$ cat src/rtl/dm_cache.sv
// Direct-mapped write-through cache between a CPU port and a synchronous RAM.
// Read hits complete in the request cycle; misses fill one word, writes always go through.
//
// state       | meaning
// IDLE        | accept requests, read hits answered combinationally
// FILL        | mem_rd strobe for mem_lat cycles, then capture mem_rdata
// REFILL_DONE | present filled word with odv
// WRITE       | one-cycle mem_wr strobe, update line on hit, odv
module dm_cache #(
    parameter int d_width  = 16,
    parameter int a_width  = 8,
    parameter int idx_bits = 2,
    parameter int mem_lat  = 1
) (
    input  logic               g_clk,
    input  logic               g_clr,
    input  logic [a_width-1:0] cpu_addr,
    input  logic [d_width-1:0] cpu_wdata,
    input  logic               cpu_rd,
    input  logic               cpu_wr,
    output logic [d_width-1:0] cpu_rdata,
    output logic               odv,
    output logic [a_width-1:0] mem_addr,
    output logic [d_width-1:0] mem_wdata,
    output logic               mem_rd,
    output logic               mem_wr,
    input  logic [d_width-1:0] mem_rdata
);
    localparam int lines   = 1 << idx_bits;
    localparam int t_width = a_width - idx_bits;
    localparam logic [2:0] lat_load = 3'(mem_lat);

    typedef enum logic [1:0] {IDLE, FILL, REFILL_DONE, WRITE} state_t;

    state_t             state;
    logic [2:0]         cnt;
    logic [lines-1:0]   valid;
    logic [t_width-1:0] tag_mem  [lines];
    logic [d_width-1:0] data_mem [lines];
    logic               odv_r;
    logic [d_width-1:0] rdata_r;

    logic [idx_bits-1:0] req_idx, reg_idx;
    logic [t_width-1:0]  req_tag, reg_tag;
    logic                req_hit, reg_hit, rd_hit;

    assign req_idx = cpu_addr[idx_bits-1:0];
    assign req_tag = cpu_addr[a_width-1:idx_bits];
    // mem_addr doubles as the registered request address for FILL/WRITE
    assign reg_idx = mem_addr[idx_bits-1:0];
    assign reg_tag = mem_addr[a_width-1:idx_bits];

    assign req_hit = valid[req_idx] && (tag_mem[req_idx] == req_tag);
    assign reg_hit = valid[reg_idx] && (tag_mem[reg_idx] == reg_tag);
    assign rd_hit  = (state == IDLE) && cpu_rd && !cpu_wr && req_hit;

    assign odv       = rd_hit | odv_r;
    assign cpu_rdata = rd_hit ? data_mem[req_idx] : rdata_r;

    always_ff @(posedge g_clk or posedge g_clr) begin
        if (g_clr) begin
            state     <= IDLE;
            cnt       <= '0;
            valid     <= '0;
            mem_rd    <= 1'b0;
            mem_wr    <= 1'b0;
            mem_addr  <= '0;
            mem_wdata <= '0;
            rdata_r   <= '0;
            odv_r     <= 1'b0;
        end else begin
            case (state)
                IDLE: begin
                    if (cpu_wr) begin
                        mem_addr  <= cpu_addr;
                        mem_wdata <= cpu_wdata;
                        mem_wr    <= 1'b1;
                        odv_r     <= 1'b1;
                        state     <= WRITE;
                    end else if (cpu_rd && !req_hit) begin
                        mem_addr <= cpu_addr;
                        mem_rd   <= 1'b1;
                        cnt      <= lat_load;
                        state    <= FILL;
                    end
                end
                FILL: begin
                    // strobe covers the first mem_lat cycles; data arrives on the terminal count
                    if (cnt == 3'd0) begin
                        valid[reg_idx] <= 1'b1;
                        rdata_r        <= mem_rdata;
                        odv_r          <= 1'b1;
                        state          <= REFILL_DONE;
                    end else begin
                        cnt <= cnt - 3'd1;
                        if (cnt == 3'd1)
                            mem_rd <= 1'b0;
                    end
                end
                REFILL_DONE: begin
                    odv_r <= 1'b0;
                    state <= IDLE;
                end
                WRITE: begin
                    mem_wr <= 1'b0;
                    odv_r  <= 1'b0;
                    state  <= IDLE;
                end
                default: state <= IDLE;
            endcase
        end
    end

    // tag/data arrays carry no reset; the valid bits alone qualify them
    always_ff @(posedge g_clk) begin
        if (state == FILL && cnt == 3'd0) begin
            tag_mem[reg_idx]  <= reg_tag;
            data_mem[reg_idx] <= mem_rdata;
        end else if (state == WRITE && reg_hit) begin
            data_mem[reg_idx] <= mem_wdata;
        end
    end

endmodule
$ cat config.mk
export PLATFORM = sky130hd
export DESIGN_NAME = dm_cache
export DESIGN_NICKNAME = d
export VERILOG_FILES = /design/src/rtl/dm_cache.sv
export SDC_FILE = /design/constraint.sdc
export NUM_CORES = 1
export LEC_CHECK = 0
export CORE_ASPECT_RATIO = 0.8
export CORE_MARGIN = 2
export CORE_UTILIZATION = 50
export CTS_CLUSTER_SIZE = 24
export DETAILED_ROUTE_END_ITERATION = 10
export PLACE_DENSITY = 0.74
export RECOVER_POWER = 50
export SETUP_SLACK_MARGIN = 0.02
export SYNTH_ARGS = -nofsm -noshare
export SYNTH_HDL_FRONTEND = slang
export SYNTH_SLANG_ARGS = --single-unit
$ cat constraint.sdc
create_clock -name g_clk -period 4.8 [get_ports g_clk]
set_input_delay 0.96 -clock g_clk [delete_from_list [all_inputs] [get_ports g_clk]]
set_output_delay 0.96 -clock g_clk [all_outputs]
set_load 0.02 [all_outputs]
==> results_dict.tcl <==
set metrics [dict create \
    timing.rr.end "data_mem[1][15]$_DFFE_PP_" \
    clock_path_buffers 2 \
    place.gp.congestion 0.813 \
    final_cell_mix "88 x edfxtp_1, 53 x nand2_1, 52 x dfrtp_1" \
    leakagePower_nw 3.03 \
    multiInputGateArea_um2 2090 \
    grtUsageTotal_pct 21.3 \
    dieArea_um2 13300 \
    post_cts_buffers 0 \
    status "finished, violations left" \
    hold_viol 0 \
    endpoint "cpu_rdata[0]" \
    via_per_inst 5.58 \
    worstSetupPathType "input pin to output pin" \
    min_period_over_period_pct 97.2 \
    drv_cap 2 \
    synth-main-ff-cell "edfxtp_1" \
    power.switching_fraction_pct 32.0 \
    num_rows 36 \
    grtUsageMet1_pct 30.2 \
    r2r_start "mem_addr[0]$_DFFE_PP0P_" \
    grt_busiest_layer "met2" \
    yosysTopAreaCell "edfxtp_1" \
    nNetsFinal 537 \
    ys_warn_count 0 \
    dr.pass1.iters 6 \
    violations "max-capacitance violations, max-slew violations" \
    vdd_drop_max_mv 0.322 \
    yosysUniqueCellTypes 38 \
    ys_seq_area_share_pct 63.5 \
    combPwrFrac_pct 31.7 \
    cts_tree "yes" \
    ff_latch_area_um2 3940 \
    syn_area_um2 6210 \
    worstSetupStartpoint "cpu_addr[7]" \
    fill_cells 876 \
    remaining_drc_errors 0 \
    end_kind "output pin" \
    place_hpwl_um 8550 \
    cts_root_buffer "clkbuf_16" \
    numCtsBuffers 17 \
    maxSlewHeadroom_pct -16.4 \
    pwr-share-clk_pct 28.3 \
    ant_nets 0 \
    synth-seq-cells 140 \
    n_antenna_cell 0 \
    holdBufCountCts 0 \
    worst_slew_pin_slew_ps 1740 \
    p_seq_share_pct 40.0 \
    fin_worst_skew_ps 12.3 \
    routed_wirelength_um 13100 \
    hold_path_class "flop to flop" \
    worstPathRequired_ps 3840 \
    vias 3652 \
    rsz0062_at_grt "no" \
    holdWs_ps 476 \
    syn_nets 441 \
    htreeDepth 4 \
    grt.overflow.total 0 \
    async_flop_share_pct 37.1 \
    die_height_um 104 \
    setup_tns_ps 0 \
    initial_utilization_pct 51.1 \
    drv_slew 45 \
    dpl.cell_count 623 \
    syn_inst 394 \
    rr_worst_depth 7 \
    power.density_nw_per_um2 607 \
    max_clock_freq_ghz 0.214 \
    grt_pass1_vias 3818 \
    p_int_mw 3.22 \
    grt_antenna_before_repair 0 \
    drt_iter0_drc 279 \
    worstPathMaxFanout 17 \
    syn_to_final_growth_pct 25.8 \
    clkSinkCount 140 \
    grt_pass1_wl_um 21000 \
    finalSetupViolCount 0 \
    insertion_delay_ps 430 \
    avgSynthCellArea_um2 15.8 \
    grt_max_degree 28 \
    synthTopCellsByArea "edfxtp_1 43%, dfrtp_1 21%, mux2_2 8.9%, mux4_2 8.7%, nand2_1 3.2%" \
    core_area_um2 12200 \
    fp.dieW_um 129 \
    arrival_ps 3700 \
    grt_use_met3_pct 5.06 \
    power_mw 4.74 \
    p_sw_mw 1.52 \
    synth_top_area_share_pct 42.5 \
    pin_count 87 \
    layout.cells.most_common "edfxtp_1" \
    port_buffers 86 \
    post-route-min-period_ps 4660 \
    final_cells 655 \
    cts_resized 0 \
    drive_gt1_share_pct 26.4 \
    start_kind "input pin" \
    synth_edf_count 88 \
    r2r_slack_ps 1080 \
    path_clk_slew_ps 60 \
    utilization_pct 64.2 \
    wire_per_inst_um 20.0 \
    grt_use_met2_pct 32.4 \
]
-- routing by layer --
layer  vias to the layer above  part of all wire, %
li1                       1673                    -
met2                       113                   47
met4                         0                  1.2
met1                      1853                   46
met5                         -                    0
met3                        13                  6.0
-- critical path, stage by stage --
cell             delay [ps]
clkdlybuf4s50_1         570
xnor2_1                 150
or4_4                   510
a21oi_1                 190
and3_1                  250
buf_12                  190
mux2_2                  350
clkdlybuf4s50_1         540
-- cell type report --
class,count,area share (%)
Clock buffer,20,5.97
Clock inverter,12,1.84
Inverter,8,0.384
Multi-Input combinational cell,227,26.7
Sequential cell,140,50.5
Tap cell,152,2.43
Timing Repair Buffer,96,12.1
-- worst min path at each step --
stage | from | to | slack (ps) | depth (start not counted)
detailed placement | rdata_r[15]$_DFFE_PP0P_ | rdata_r[15]$_DFFE_PP0P_ | 460 | 2
global route | rdata_r[0]$_DFFE_PP0P_ | rdata_r[0]$_DFFE_PP0P_ | 500 | 2
floorplan | rdata_r[0]$_DFFE_PP0P_ | rdata_r[0]$_DFFE_PP0P_ | 440 | 2
CTS | rdata_r[15]$_DFFE_PP0P_ | rdata_r[15]$_DFFE_PP0P_ | 480 | 2
finish | rdata_r[0]$_DFFE_PP0P_ | rdata_r[0]$_DFFE_PP0P_ | 480 | 2
global placement | rdata_r[13]$_DFFE_PP0P_ | rdata_r[13]$_DFFE_PP0P_ | 460 | 2
-- through the flow --
step	setup slack (ps)	instance area (um^2)
2_1_floorplan	997	6210
5_1_grt	47.6	7810
3_3_place_gp	266	7210
4_1_cts	95.9	7820
3_5_place_dp	245	7210
6_report	136	7810
-- sequential cells by signal (all words and copies together), names as in the netlist --
name,flops
mem_wdata,16
data_mem,64
tag_mem,24
valid,4
mem_addr,8
mem_rd,1
rdata_r,16
mem_wr,1
cnt,3
state,2
odv_r,1
-- power by group through the flow --
stage	Sequential [mW]	Combinational (mW)	Clock, mW
CTS	1.90	1.57	1.35
global placement	1.90	1.52	0
floorplan	1.94	0.890	0
detailed placement	1.92	1.55	0
global route	1.94	1.62	1.41
finish	1.89	1.50	1.34
-- cells by family (layout without fill, tap and decap cells) --
| logic type | Yosys count | in the layout | share of synthesized area (%) |
|---|---|---|---|
| DFF | 140 | 140 | 63.5 |
| and+or+nand+nor | 94 | 94 | 6.95 |
| muxes | 92 | 92 | 21.3 |
| buffers and inverters | 27 | 136 | 2.80 |
| AOI/OAI and AO/OA | 21 | 21 | 2.48 |
| xor gates and xnor gates | 17 | 17 | 2.40 |
| adders and majority gates | 3 | 3 | 0.604 |
-- synthesized netlist by cell type (all sizes together), types with 3 or more instances --
| library cell | count |
|---|---|
| edfxtp | 88 |
| mux2 | 57 |
| nand2 | 53 |
| dfrtp | 52 |
| mux4 | 24 |
| nor2 | 14 |
| mux2i | 11 |
| clkbuf | 10 |
| buf | 9 |
| xnor2 | 9 |
| inv | 8 |
| xor2 | 8 |
| nand3 | 7 |
| o21ai | 7 |
| or2 | 6 |
| a21oi | 3 |
| ha | 3 |
| nor3 | 3 |
Power figures use the tool's default switching activity.
